`config.mk`:
```
export PLATFORM = sky130hd
export DESIGN_NAME = apb_cmd_issuer
export DESIGN_NICKNAME = d
export VERILOG_FILES = /design/src/rtl/apb_cmd_pkg.sv /design/src/rtl/apb_cmd_fifo.sv /design/src/rtl/apb_cmd_issuer.sv
export SDC_FILE = /design/constraint.sdc
export NUM_CORES = 1
export LEC_CHECK = 0
export BUFFER_PORTS_ARGS = -buffer_cell sky130_fd_sc_hd__buf_4
export CAP_MARGIN = 20
export CELL_PAD_IN_SITES_DETAIL_PLACEMENT = 0
export CELL_PAD_IN_SITES_GLOBAL_PLACEMENT = 2
export CORE_ASPECT_RATIO = 1.2
export CORE_MARGIN = 4
export CORE_UTILIZATION = 38
export CTS_CLUSTER_DIAMETER = 120
export DETAILED_ROUTE_END_ITERATION = 16
export GPL_TIMING_DRIVEN = 0
export PLACE_DENSITY = 0.83
export REMOVE_ABC_BUFFERS = 1
export SETUP_SLACK_MARGIN = 0.5
export SLEW_MARGIN = 20
export SYNTH_ARGS = -nofsm -noshare
export SYNTH_HDL_FRONTEND = slang
export SYNTH_HIERARCHICAL = 1
export SYNTH_SLANG_ARGS = --single-unit
```
`constraint.sdc`:
```
create_clock -name clk -period 3.3 [get_ports clk]
set_clock_uncertainty 0.05 [all_clocks]
set_input_delay 0.33 -clock clk [delete_from_list [all_inputs] [get_ports clk]]
set_output_delay 0.33 -clock clk [all_outputs]
set_load 0.05 [all_outputs]
```
`src/rtl/apb_cmd_pkg.sv`:
```
// Shared widths, defaults, FSM state encoding and command layout for the APB command issuer.
package apb_cmd_pkg;
    localparam int ADDR_W      = 4;
    localparam int DATA_W      = 8;
    localparam int DEF_DEPTH   = 4;
    localparam int DEF_TIMEOUT = 32;
    localparam int CNT_W       = 5;

    typedef enum logic [1:0] {
        ST_IDLE = 2'd0,
        ST_BUSY = 2'd1,
        ST_RESP = 2'd2
    } state_e;

    typedef struct packed {
        logic              wr;
        logic [ADDR_W-1:0] addr;
        logic [DATA_W-1:0] data;
    } cmd_t;
endpackage

```
`src/rtl/apb_cmd_fifo.sv`:
```
// In-order command FIFO, registered storage with no fall-through; head is valid while not empty.
module apb_cmd_fifo
    import apb_cmd_pkg::*;
#(
    parameter int DEPTH = DEF_DEPTH
) (
    input  logic clk,
    input  logic rst,
    input  logic i_push,
    input  logic i_pop,
    input  cmd_t i_wdata,
    output logic o_full,
    output logic o_empty,
    output cmd_t o_head
);
    localparam int PTR_W = (DEPTH > 1) ? $clog2(DEPTH) : 1;
    localparam int OCC_W = $clog2(DEPTH + 1);

    cmd_t             r_mem [DEPTH];
    logic [PTR_W-1:0] r_wr_ptr;
    logic [PTR_W-1:0] r_rd_ptr;
    logic [OCC_W-1:0] r_count;
    logic             w_push;
    logic             w_pop;

    // Explicit wrap keeps non-power-of-two depths in range.
    function automatic logic [PTR_W-1:0] ptr_inc(input logic [PTR_W-1:0] p);
        return (p == PTR_W'(DEPTH - 1)) ? '0 : p + 1'b1;
    endfunction

    assign o_full  = (r_count == OCC_W'(DEPTH));
    assign o_empty = (r_count == '0);
    assign o_head  = r_mem[r_rd_ptr];
    assign w_push  = i_push && !o_full;
    assign w_pop   = i_pop && !o_empty;

    always_ff @(posedge clk) begin
        if (rst) begin
            r_wr_ptr <= '0;
            r_rd_ptr <= '0;
            r_count  <= '0;
        end else begin
            if (w_push) r_wr_ptr <= ptr_inc(r_wr_ptr);
            if (w_pop)  r_rd_ptr <= ptr_inc(r_rd_ptr);
            case ({w_push, w_pop})
                2'b10:   r_count <= r_count + 1'b1;
                2'b01:   r_count <= r_count - 1'b1;
                default: r_count <= r_count;
            endcase
        end
    end

    always_ff @(posedge clk) begin
        if (w_push) r_mem[r_wr_ptr] <= i_wdata;
    end
endmodule

```
`src/rtl/apb_cmd_issuer.sv`:
```
// Queues read/write commands and issues them one at a time to an APB master,
// returning one response per command with a timeout abort.
module apb_cmd_issuer
    import apb_cmd_pkg::*;
#(
    parameter int DEPTH   = DEF_DEPTH,
    parameter int TIMEOUT = DEF_TIMEOUT
) (
    input  logic              clk,
    input  logic              rst,
    input  logic              cmd_valid,
    output logic              cmd_ready,
    input  logic              cmd_wr,
    input  logic [ADDR_W-1:0] cmd_addr,
    input  logic [DATA_W-1:0] cmd_data,
    output logic              newd,
    output logic              wr,
    output logic [ADDR_W-1:0] ain,
    output logic [DATA_W-1:0] din,
    input  logic              xfer_done,
    input  logic [DATA_W-1:0] rdata,
    output logic              rsp_valid,
    output logic              rsp_wr,
    output logic [ADDR_W-1:0] rsp_addr,
    output logic [DATA_W-1:0] rsp_data,
    output logic              rsp_err,
    output logic              busy
);
    localparam logic [CNT_W-1:0] TO_LAST = CNT_W'(TIMEOUT - 1);

    state_e            r_state;
    state_e            w_state_nxt;
    cmd_t              r_hold;
    logic [CNT_W-1:0]  r_cnt;
    logic              r_rsp_wr;
    logic [ADDR_W-1:0] r_rsp_addr;
    logic [DATA_W-1:0] r_rsp_data;
    logic              r_rsp_err;
    logic              w_full;
    logic              w_empty;
    logic              w_pop;
    logic              w_in_busy;
    logic              w_timeout;
    cmd_t              w_head;
    cmd_t              w_cmd_in;

    assign w_cmd_in  = '{wr: cmd_wr, addr: cmd_addr, data: cmd_data};
    assign cmd_ready = !w_full && !rst;

    apb_cmd_fifo #(.DEPTH(DEPTH)) u_fifo (
        .clk     (clk),
        .rst     (rst),
        .i_push  (cmd_valid && cmd_ready),
        .i_pop   (w_pop),
        .i_wdata (w_cmd_in),
        .o_full  (w_full),
        .o_empty (w_empty),
        .o_head  (w_head)
    );

    assign w_in_busy = (r_state == ST_BUSY);
    assign w_timeout = (r_cnt == TO_LAST);

    always_comb begin
        w_state_nxt = r_state;
        w_pop       = 1'b0;
        case (r_state)
            ST_IDLE: begin
                if (!w_empty) begin
                    w_pop       = 1'b1;
                    w_state_nxt = ST_BUSY;
                end
            end
            ST_BUSY: begin
                if (xfer_done || w_timeout) w_state_nxt = ST_RESP;
            end
            ST_RESP: w_state_nxt = ST_IDLE;
            default: w_state_nxt = ST_IDLE;
        endcase
    end

    always_ff @(posedge clk) begin
        if (rst) begin
            r_state    <= ST_IDLE;
            r_hold     <= '0;
            r_cnt      <= '0;
            r_rsp_wr   <= 1'b0;
            r_rsp_addr <= '0;
            r_rsp_data <= '0;
            r_rsp_err  <= 1'b0;
        end else begin
            r_state <= w_state_nxt;
            if (w_pop) begin
                r_hold <= w_head;
                r_cnt  <= '0;
            end
            if (w_in_busy) begin
                r_cnt <= r_cnt + 1'b1;
                // Completion wins over a simultaneous timeout.
                if (xfer_done) begin
                    r_rsp_wr   <= r_hold.wr;
                    r_rsp_addr <= r_hold.addr;
                    r_rsp_data <= r_hold.wr ? '0 : rdata;
                    r_rsp_err  <= 1'b0;
                end else if (w_timeout) begin
                    r_rsp_wr   <= r_hold.wr;
                    r_rsp_addr <= r_hold.addr;
                    r_rsp_data <= '0;
                    r_rsp_err  <= 1'b1;
                end
            end
        end
    end

    assign newd      = w_in_busy;
    assign wr        = w_in_busy && r_hold.wr;
    assign ain       = w_in_busy ? r_hold.addr : '0;
    assign din       = w_in_busy ? r_hold.data : '0;
    assign rsp_valid = (r_state == ST_RESP);
    assign rsp_wr    = r_rsp_wr;
    assign rsp_addr  = r_rsp_addr;
    assign rsp_data  = r_rsp_data;
    assign rsp_err   = r_rsp_err;
    assign busy      = !w_empty || (r_state != ST_IDLE);
endmodule
```
==> results of run 1 <==
per-stage QoR:
step                power, mW  area [um^2]
finish                  3.270         4677
global route            3.442         4677
CTS                     3.310         4654
detailed placement      2.198         4318
global placement        2.184         4318
floorplan               1.948         3747
cells by family (layout without fill, tap and decap cells):
kind of cell / Yosys count / after routing
flops: 95 / 95
simple gates: 92 / 92
compound gates: 59 / 59
buf+inv: 30 / 84
mux: 14 / 14
fa+ha+maj: 9 / 9
xor+xnor: 2 / 2
worst max-delay path, stage by stage, from the launching register on:
cell	delay, ps
dfxtp_2	380
nor3_1	90
or3_4	440
inv_8	130
o31ai_2	110
inv_1	70
ha_1	170
inv_1	60
fa_1	370
xor2_1	160
or3_2	420
a21oi_1	140
how the worst min path moves through the flow:
stage | depth (start not counted) | start | end | slack (ps)
6_report | 1 | cmd_data[6] | u_fifo/r_mem[1][6] | 150
5_1_grt | 1 | cmd_data[6] | u_fifo/r_mem[2][6] | 140
4_1_cts | 1 | cmd_data[6] | u_fifo/r_mem[1][6] | 130
3_5_place_dp | 2 | r_hold[3] | r_hold[3] | 400
3_3_place_gp | 2 | r_hold[1] | r_hold[1] | 390
2_1_floorplan | 1 | rst | r_hold[0] | 340
metal layers:
metal / GRT usage [%] / up-vias / part of all wire (%)
li1: - / 1185 / -
met3: 2.125 / 7 / 4.1
met5: 0 / - / 0
met2: 23.79 / 45 / 52
met4: 6.318 / 0 / 1.4
met1: 16.73 / 1182 / 43
sequential cells by signal, summed over array words and instances (netlist names), named ones only:
register         cells
rsp_data             8
u_fifo/r_count       3
rsp_err              1
u_fifo/r_rd_ptr      2
r_hold              13
r_cnt                5
u_fifo/r_mem        52
u_fifo/r_wr_ptr      2
rsp_wr               1
rsp_addr             4
r_state              2
area by class of cell:
| cell class | count | area, um^2 | share of cell area, % |
|---|---|---|---|
| inverter | 10 | 45.04 | 0.9631 |
| tap | 126 | 157.7 | 3.371 |
| timing repair buffer | 58 | 435.4 | 9.310 |
| multi-input combinational | 176 | 1300 | 27.80 |
| sequential | 95 | 2426 | 51.87 |
| clock buffer | 9 | 225.2 | 4.815 |
| clock inverter | 7 | 87.58 | 1.873 |
what timing repair did:
item,CTS,global route
endpoints found under the setup margin,2,14
resized for setup,4,7
pin swaps,1,1
buffers inserted,2,1
power by group:
group          leakage (nW)  internal [mW]  switching (mW)
Clock                 0.147          0.657           0.413
Combinational         0.726          0.269           0.483
Sequential            0.822           1.36          0.0944
Total                  1.69           2.28           0.990
layout by cell type, fill, tap and decap left out, types with 3 or more instances in the layout:
| cell | instances |
|---|---|
| buf_4 | 58 |
| nand3_1 | 11 |
| o21ai_0 | 18 |
| clkbuf_16 | 9 |
| edfxtp_1 | 52 |
| nor3_1 | 3 |
| a21oi_1 | 28 |
| ha_1 | 8 |
| nor2_1 | 8 |
| nand4b_1 | 8 |
| dfxtp_1 | 40 |
| and2_1 | 13 |
| mux4_2 | 13 |
| dfxtp_2 | 3 |
| inv_1 | 8 |
| and3_1 | 3 |
| a21oi_2 | 8 |
| nand2_1 | 28 |
==> results.json, run 1 <==
{
  "leakage_nw": 1.695,
  "nFillCells": 935,
  "r2r_end": "u_fifo/r_count[2]",
  "layout.cells.non_filler": 481,
  "cp.required_ps": 3510,
  "drc_errors": 0,
  "synth_compound_area_share_pct": 8.829,
  "yosys.area_share.xor_xnor_pct": 0.4528,
  "cts_max_path_buffers": 2,
  "worst_hold_slack_ps": 145.8,
  "drt_iter0_drc": 97,
  "post-route-period-util_pct": 81.49,
  "gp_congestion": 0.7119,
  "worst_slack_ps": 610.9,
  "clock-sinks": 95,
  "r2r-start": "u_fifo/r_count[1]",
  "cp.arrival_ps": 2900,
  "die_h_um": 118.5,
  "diodes": 0,
  "worst_skew_pair.late_latency_ps": 330,
  "synthMuxAreaShare_pct": 7.827,
  "nets": 384,
  "pwr_density_cell_nw_per_um2": 699.2,
  "start_util_pct": 38.84,
  "cap_viol_max_count": 0,
  "synth_edf_count": 52,
  "cp_max_fo": 15,
  "cp-end-kind": "flip-flop",
  "core_area_um2": 9960,
  "grt_pass1_vias": 2448,
  "grt_pass1_wl_um": 12730,
  "holdCritPathClass": "in -> reg",
  "netlist_instances": 301,
  "critPathLaunchType": "flip-flop",
  "vias": 2419,
  "synth_fa_ha_area_share_pct": 3.105,
  "path_class": "reg -> reg",
  "yosys.area_share.simple_pct": 12.94,
  "cts_hold_buf": 0,
  "area_delta_synth_final_pct": 20.89,
  "timing.final.hold_violations": 0,
  "cts_tree": "done",
  "wl_per_cell_um": 16.16,
  "min_period_ps": 2689,
  "synth-seq-cells": 95,
  "synthTopCellsByArea": "edfxtp_1, dfxtp_1, mux4_2, a21oi_1, nand2_1",
  "synth_common_cells": "edfxtp_1, dfxtp_1, a21oi_1, nand2_1, o21ai_0",
  "wl_um": 7771,
  "routed_via_density": 5.029,
  "r2r_slack_ps": 610,
  "place_worst_setup_slack_ps": 105.1,
  "ys.flop_type": "edfxtp_1",
  "grt_overflow_total": 0,
  "path_clk_slew_ps": 60,
  "setup_viol": 0,
  "drv_slew": 0,
  "antenna_found_initial": 0,
  "rr_worst_depth": 11,
  "die_area_um2": 11870,
  "ctsHtreeMaxLevel": 3,
  "async_flop_share_pct": 0,
  "yosysWarnings": 6,
  "crit_end": "u_fifo/r_count[2]",
  "grt_usage_pct": 13.78,
  "port_buffers": 55,
  "synth_top_family_by_area": "simple AND/OR/NAND/NOR gates",
  "grt_start_max_net_pins": 44,
  "cts_buffers": 9,
  "synth.avg_cell_area_um2": 12.85,
  "drt_first_pass_iters": 4,
  "drive_gt1_share_pct": 31.27,
  "max-slew-margin-rel_pct": 38.30,
  "cts_root_buf": "clkbuf_16",
  "yosys.area.top_type": "edfxtp_1",
  "placementRows": 40,
  "synth_top_area_share_pct": 40.36,
  "final_antenna_net_count": 0,
  "netlist_area_um2": 3869,
  "io_pins": 56,
  "placed_cells": 462,
  "worst_pin_slew_ps": 924.2,
  "yosysSeqAreaShare_pct": 62.61,
  "die_w_um": 100.1,
  "peakVddDrop_uv": 311.5,
  "dp_hpwl_um": 4856,
  "fmax_ghz": 0.3719,
  "synth_most_common_cell": "edfxtp_1",
  "outcome": "complete, no violations",
  "finish.utilization_pct": 46.96,
  "rsz0062_at_grt": "true",
  "synth.distinct_cells": 41,
  "startpoint": "u_fifo/r_count[1]",
  "fin_tns_setup_ps": 0
}
(Power assumes the default switching activity.)
==> run 2, diff against run 1 <==
--- a/config.mk
+++ b/config.mk
@@ -5,17 +5,18 @@
 export SDC_FILE = /design/constraint.sdc
 export NUM_CORES = 1
 export LEC_CHECK = 0
+export ABC_AREA = 1
 export BUFFER_PORTS_ARGS = -buffer_cell sky130_fd_sc_hd__buf_4
 export CAP_MARGIN = 20
 export CELL_PAD_IN_SITES_DETAIL_PLACEMENT = 0
 export CELL_PAD_IN_SITES_GLOBAL_PLACEMENT = 2
 export CORE_ASPECT_RATIO = 1.2
 export CORE_MARGIN = 4
-export CORE_UTILIZATION = 38
+export CORE_UTILIZATION = 33
 export CTS_CLUSTER_DIAMETER = 120
 export DETAILED_ROUTE_END_ITERATION = 16
 export GPL_TIMING_DRIVEN = 0
-export PLACE_DENSITY = 0.83
+export PLACE_DENSITY = 0.8
 export REMOVE_ABC_BUFFERS = 1
 export SETUP_SLACK_MARGIN = 0.5
 export SLEW_MARGIN = 20
==> constraint.sdc (replaced) <==
create_clock -name clk -period 2.4 [get_ports clk]
set_clock_uncertainty 0.05 [all_clocks]
set_input_delay 0.24 -clock clk [delete_from_list [all_inputs] [get_ports clk]]
set_output_delay 0.24 -clock clk [all_outputs]
set_load 0.05 [all_outputs]
==> run 2 against run 1 <==
Hold slack worse by 100 ps. Maximum frequency rose by 46%. Global-route usage fell by 1.6 points. Sequential share of layout area decreased by 2.9 points. Non-clock buffer count grew 9. Clock power increased by 24%. Sequential power increased by 49%. Worst setup slack got worse by 54 ps. Power up 71%. Synthesized cell count rose by 27%. Sequential cell count did not move. Routed wire length up 3.6%. Critical endpoint unchanged. Largest cell class unchanged.
==> results.json, run 2 <==
{
  "cts_buffers": 9,
  "cts_max_path_buffers": 2,
  "io_pins": 56,
  "final_cell_mix": "buf_4, nor2_1, edfxtp_1",
  "ctsHtreeMaxLevel": 3,
  "critPathLaunchType": "flip-flop",
  "synthTopCellsByArea": "edfxtp_1, dfxtp_1, nor2_1, o21ai_0, inv_1",
  "synth_most_common_cell": "nor2_1",
  "netlist_instances": 382,
  "die_w_um": 107.9,
  "layout.cells.non_filler": 610,
  "wl_per_cell_um": 13.20,
  "die_h_um": 127.8,
  "cts_tree": "done",
  "use_met2_pct": 20.64,
  "worst_skew_pair.late_latency_ps": 340,
  "yosys.area.top_type": "edfxtp_1",
  "drv_slew": 0,
  "finish.utilization_pct": 42.66,
  "final_area_um2": 4957,
  "path_class": "reg -> reg",
  "max-slew-margin-rel_pct": 58.94,
  "netlist_area_um2": 3949,
  "post-route-period-util_pct": 76.80,
  "synth_edf_count": 52,
  "synth_top_area_share_pct": 39.54,
  "wl_um": 8054,
  "synth_top_family_by_area": "simple AND/OR/NAND/NOR gates",
  "synth_common_cells": "nor2_1, edfxtp_1, dfxtp_1, inv_1, nand2_1",
  "holdCritPathClass": "in -> reg",
  "drt_iter0_drc": 125,
  "ys.flop_type": "edfxtp_1",
  "r2r_end": "u_fifo/r_count[2]",
  "cts_root_buf": "clkbuf_16",
  "regMostFlops": "u_fifo/r_mem",
  "place_area_um2": 4447,
  "area_delta_synth_final_pct": 25.54,
  "yosys.area_share.simple_pct": 15.53,
  "grt_pass1_vias": 2615,
  "r2r_slack_ps": 560,
  "cp.required_ps": 2620,
  "core_area_um2": 11620,
  "gp_congestion": 0.6915,
  "synth_fa_ha_area_share_pct": 3.042,
  "final_antenna_net_count": 0,
  "grt_usage_pct": 12.18,
  "r2r-start": "u_fifo/r_count[1]",
  "drive_gt1_share_pct": 29.14,
  "busiest_layer": "met2",
  "cts_hold_buf": 0,
  "peakVddDrop_uv": 365.6,
  "dp_hpwl_um": 5259,
  "start_util_pct": 33.98,
  "worst_pin_slew_ps": 609.4,
  "drt_first_pass_iters": 4,
  "synth.avg_cell_area_um2": 10.34,
  "cp_max_fo": 3,
  "cp.arrival_ps": 2070,
  "antenna_found_initial": 0,
  "leakage_nw": 1.946,
  "die_area_um2": 13790,
  "grt_overflow_total": 0,
  "outcome": "complete, no violations",
  "placementRows": 43,
  "synth_compound_area_share_pct": 12.42,
  "path_clk_slew_ps": 70,
  "startpoint": "u_fifo/r_count[1]",
  "port_buffers": 55,
  "largest_reg_flops": 52,
  "yosysSeqAreaShare_pct": 61.34,
  "min_period_ps": 1843,
  "synth-seq-cells": 95,
  "crit_end": "u_fifo/r_count[2]",
  "routed_via_density": 4.561,
  "async_flop_share_pct": 0,
  "use_met1_pct": 14.92,
  "fmax_ghz": 0.5425,
  "grt_start_max_net_pins": 28,
  "rsz0062_at_grt": "true",
  "drc_errors": 0,
  "nets": 482,
  "grt_pass1_wl_um": 12950,
  "diodes": 0,
  "setup_viol": 0,
  "pwr_density_cell_nw_per_um2": 1126,
  "synthMuxAreaShare_pct": 0,
  "vias": 2782,
  "rr_worst_depth": 16,
  "met3_usage_pct": 2.368,
  "clock-sinks": 95,
  "synth.distinct_cells": 32,
  "cp-end-kind": "flip-flop",
  "layout_commonest_cell": "buf_4",
  "yosys.area_share.xor_xnor_pct": 0,
  "yosysWarnings": 6,
  "fin_tns_setup_ps": 0,
  "timing.final.hold_violations": 0,
  "cap_viol_max_count": 0,
  "placed_cells": 581
}
==> run 2: kinds of logic (layout without fill, tap and decap cells) <==
group | Yosys count | after routing
compound gates | 88 | 88
fa+ha+maj | 9 | 9
buf+inv | 56 | 126
flops | 95 | 95
simple gates | 134 | 135
==> run 2: final cells by class <==
cell class | instances | area [um^2]
Fill cell | 1171 | 6664
Sequential cell | 95 | 2430
Multi-Input combinational cell | 232 | 1313
Timing Repair Buffer | 67 | 553.0
Clock buffer | 9 | 225.2
Tap cell | 157 | 196.4
Inverter | 43 | 183.9
Clock inverter | 7 | 56.30
==> run 2: timing repair <==
action	4_1_cts	5_1_grt
gates cloned	1	0
pin swaps	4	9
resized for setup	18	10
endpoints found under the setup margin	64	41
buffers inserted	8	4
==> run 2: metrics by stage <==
step	setup slack, ps	power (mW)	hold WS (ps)
after floorplan	282.9	3.456	259.1
after global placement	-239.7	3.973	390.3
after detailed placement	1.588	4.006	392.1
after CTS	469.7	5.559	36.35
after global routing	450.2	5.985	36.46
final	556.8	5.582	45.29
==> run 2: power breakdown <==
| group | internal, mW | switching [mW] |
|---|---|---|
| combinational | 0.709 | 1.38 |
| sequential | 1.95 | 0.206 |
| clock | 0.715 | 0.618 |
| total | 3.37 | 2.21 |
==> run 2: per-layer routing <==
metal | share of wire [%] | vias up
li1 | - | 1431
met1 | 44 | 1286
met2 | 50 | 54
met3 | 3.9 | 11
met4 | 2.1 | 0
met5 | 0 | -
==> run 2: how the worst min path moves through the flow <==
stage                start  cells after the start  slack [ps]                  to
6_report       cmd_data[6]                      1          50  u_fifo/r_mem[0][6]
2_1_floorplan          rst                      1         260            r_cnt[1]
5_1_grt        cmd_data[6]                      1          40  u_fifo/r_mem[3][6]
4_1_cts        cmd_data[6]                      1          40  u_fifo/r_mem[2][6]
3_3_place_gp   cmd_data[1]                      1         390  u_fifo/r_mem[0][1]
3_5_place_dp     r_hold[4]                      2         390           r_hold[4]
==> run 2: worst max-delay path, cell delays in order (launching register included) <==
cell     delay, ps
dfxtp_2        360
nor2_4          50
nand2_2         80
inv_2           40
inv_2           70
nand2_4         60
inv_4           70
nand2_4         50
inv_1           50
ha_2           180
inv_2           50
fa_2           340
inv_1           60
nand2_1         60
nand4_1         70
nand2_1         50
nor2_1         100
==> run 3, diff against run 2 <==
==> constraint.sdc (replaced) <==
create_clock -name clk -period 1.6 [get_ports clk]
set_clock_uncertainty 0.05 [all_clocks]
set_input_delay 0.16 -clock clk [delete_from_list [all_inputs] [get_ports clk]]
set_output_delay 0.16 -clock clk [all_outputs]
set_load 0.05 [all_outputs]
==> run 3 against run 2 <==
Count of clock-buffer cells in the layout did not move. Core utilization grew 11 points. The flow now finishes with violations (negative setup slack). Final cell count increased by 11%. Routed wire length increased by 21%. Sequential cell count unchanged. Register-to-register slack got worse by 750 ps. Sequential power increased by 50%. Highest routed layer unchanged. Power is 94% higher. First-iteration DRC count is 14% lower. Die area unchanged. Critical endpoint unchanged. Critical path depth did not move. Hold slack got worse by 16 ps.
==> results.json, run 3 (same netlist as run 2, synthesis figures left out) <==
{
  "gp_congestion": 0.6915,
  "placementRows": 43,
  "drt_first_pass_iters": 4,
  "r2r_end": "u_fifo/r_count[2]",
  "place_worst_setup_slack_ps": -798.4,
  "die_area_um2": 13790,
  "wl_per_cell_um": 14.34,
  "setup_viol": 54,
  "path_clk_slew_ps": 70,
  "port_buffers": 55,
  "cts_buffers": 9,
  "area_delta_synth_final_pct": 59.35,
  "worst_path_max_delay_cell": "dfxtp_4",
  "drive_gt1_share_pct": 49.71,
  "outcome": "finished, violations left",
  "min_period_ps": 1798,
  "io_pins": 56,
  "cp.arrival_ps": 2020,
  "core_area_um2": 11620,
  "largest_reg_flops": 52,
  "cts_max_path_buffers": 2,
  "pwr_density_cell_nw_per_um2": 1724,
  "grt_pass1_wl_um": 15150,
  "critPathLaunchType": "flip-flop",
  "post-route-period-util_pct": 112.4,
  "grt_start_max_net_pins": 29,
  "grt_overflow_total": 0,
  "cap_viol_max_count": 0,
  "final_cell_mix": "buf_4, edfxtp_1, nor2_1",
  "vias": 3117,
  "cp_cell_sequence": "inv_4 > nand2_4 > inv_4 > inv_4 > nand2_4 > inv_4 > nand2_4 > inv_2 > ha_4 > inv_2 > fa_2 > inv_1 > nand2_1 > nand4_1 > nand2_1 > nor2_1",
  "hold_depth": 3,
  "regMostFlops": "u_fifo/r_mem",
  "drt_iter0_drc": 108,
  "violations": "negative setup slack",
  "die_w_um": 107.9,
  "cp_top_family": "adder cells",
  "holdCritPathClass": "in -> reg",
  "cts_tree": "done",
  "fmax_ghz": 0.5562,
  "grt_usage_pct": 14.27,
  "r2r_slack_ps": -200,
  "grt_pass1_vias": 3066,
  "p_total_mw": 10.85,
  "peakVddDrop_uv": 718.9,
  "antenna_found_initial": 0,
  "drv_slew": 0,
  "drc_errors": 0,
  "cp-end-kind": "flip-flop",
  "cp.required_ps": 1830,
  "worst_pin_slew_ps": 510.2,
  "r2r-start": "u_fifo/r_count[2]",
  "path_class": "reg -> reg",
  "rr_worst_depth": 16,
  "dp_hpwl_um": 5259,
  "timing.final.hold_violations": 0,
  "leakage_nw": 2.435,
  "hp-start": "rdata[6]",
  "worst_slack_ps": -198.0,
  "die_h_um": 127.8,
  "worst-path-stages": 16,
  "holdPathEnd": "rsp_data[6]",
  "ctsHtreeMaxLevel": 3,
  "clock-sinks": 95,
  "rsz0062_at_grt": "true",
  "finish.utilization_pct": 54.15,
  "cts_root_buf": "clkbuf_16",
  "wl_um": 9750,
  "cpPeakStageDelay_ps": 380,
  "final_antenna_net_count": 0,
  "nets": 552,
  "path_buf_inv": 7,
  "cpMostUsedCell": "inv_4",
  "start_util_pct": 33.98,
  "max-slew-margin-rel_pct": 65.86,
  "layout_commonest_cell": "buf_4",
  "routed_via_density": 4.584,
  "cp_max_fo": 3,
  "worst_skew_pair.late_latency_ps": 340,
  "diodes": 0
}
[run 3: cell types whose count changed in the layout (fill, tap and decap cells not counted), moves of 13 or more]
cell,delta
o21ai_0,-15
buf_8,+18
dfxtp_1,-18
nor2_4,+16
dlygate4sd3_1,+13
dfxtp_2,+13
nor2_1,-19
buf_6,+36
[run 3: worst reg2reg max path: stages, from the launching register on]
cell and delay (ps):
dfxtp_4 380, inv_4 50, nand2_4 70, inv_4 40, inv_4 50, nand2_4 50, inv_4 70, nand2_4 50
inv_2 60, ha_4 130, inv_2 40, fa_2 340, inv_1 60, nand2_1 60, nand4_1 70, nand2_1 50
nor2_1 110
[run 3: timing repair]
item                                    CTS  global route
gates resized for setup                 163            76
setup buffers                            50            13
pin swaps                                26            26
gates cloned                              6             1
endpoints found under the setup margin  121           126
endpoints found under the hold margin    52             0
hold buffers                             13             0
[run 3: how the worst max path moves through the flow]
stage / startpoint / end
after floorplan: u_fifo/r_count[2] / u_fifo/r_count[2]
after global placement: u_fifo/r_count[1] / u_fifo/r_mem[3][7]
after detailed placement: u_fifo/r_count[1] / u_fifo/r_count[1]
after CTS: u_fifo/r_count[1] / u_fifo/r_count[2]
after global routing: u_fifo/r_count[2] / u_fifo/r_count[2]
final: u_fifo/r_count[2] / u_fifo/r_count[2]
[run 3: metal layers]
metal / vias up / share of wire [%] / global-route usage, %
li1: 1573 / - / -
met1: 1467 / 41 / 16.37
met2: 63 / 53 / 26.17
met3: 14 / 3.4 / 2.418
met4: 0 / 2.2 / 5.572
met5: - / 0 / 0
[run 3: stage by stage]
step / TNS (ps) / instances / instance area, um^2 / hold slack, ps
3_5_place_dp: -44030 / 581 / 4447 / 316.0
5_1_grt: -13130 / 680 / 6292 / 21.00
3_3_place_gp: -60330 / 581 / 4437 / 310.3
2_1_floorplan: -26790 / 369 / 3827 / 179.1
4_1_cts: -2964 / 666 / 5911 / 33.85
6_report: -9116 / 680 / 6292 / 29.13
[run 3: area by class of cell]
| type | count | area [um^2] |
|---|---|---|
| fill | 1009 | 5329 |
| tap | 157 | 196.4 |
| sequential | 95 | 2465 |
| timing repair inverter | 1 | 16.27 |
| clock buffer | 9 | 225.2 |
| multi-input combinational | 236 | 1698 |
| clock inverter | 7 | 56.30 |
| inverter | 43 | 221.5 |
| timing repair buffer | 132 | 1414 |
[run 3: where the power goes]
group          total [mW]  switching, mW  internal [mW]
Sequential           3.23          0.269           2.96
Clock                2.02          0.950           1.07
Combinational        5.59           3.13           2.47
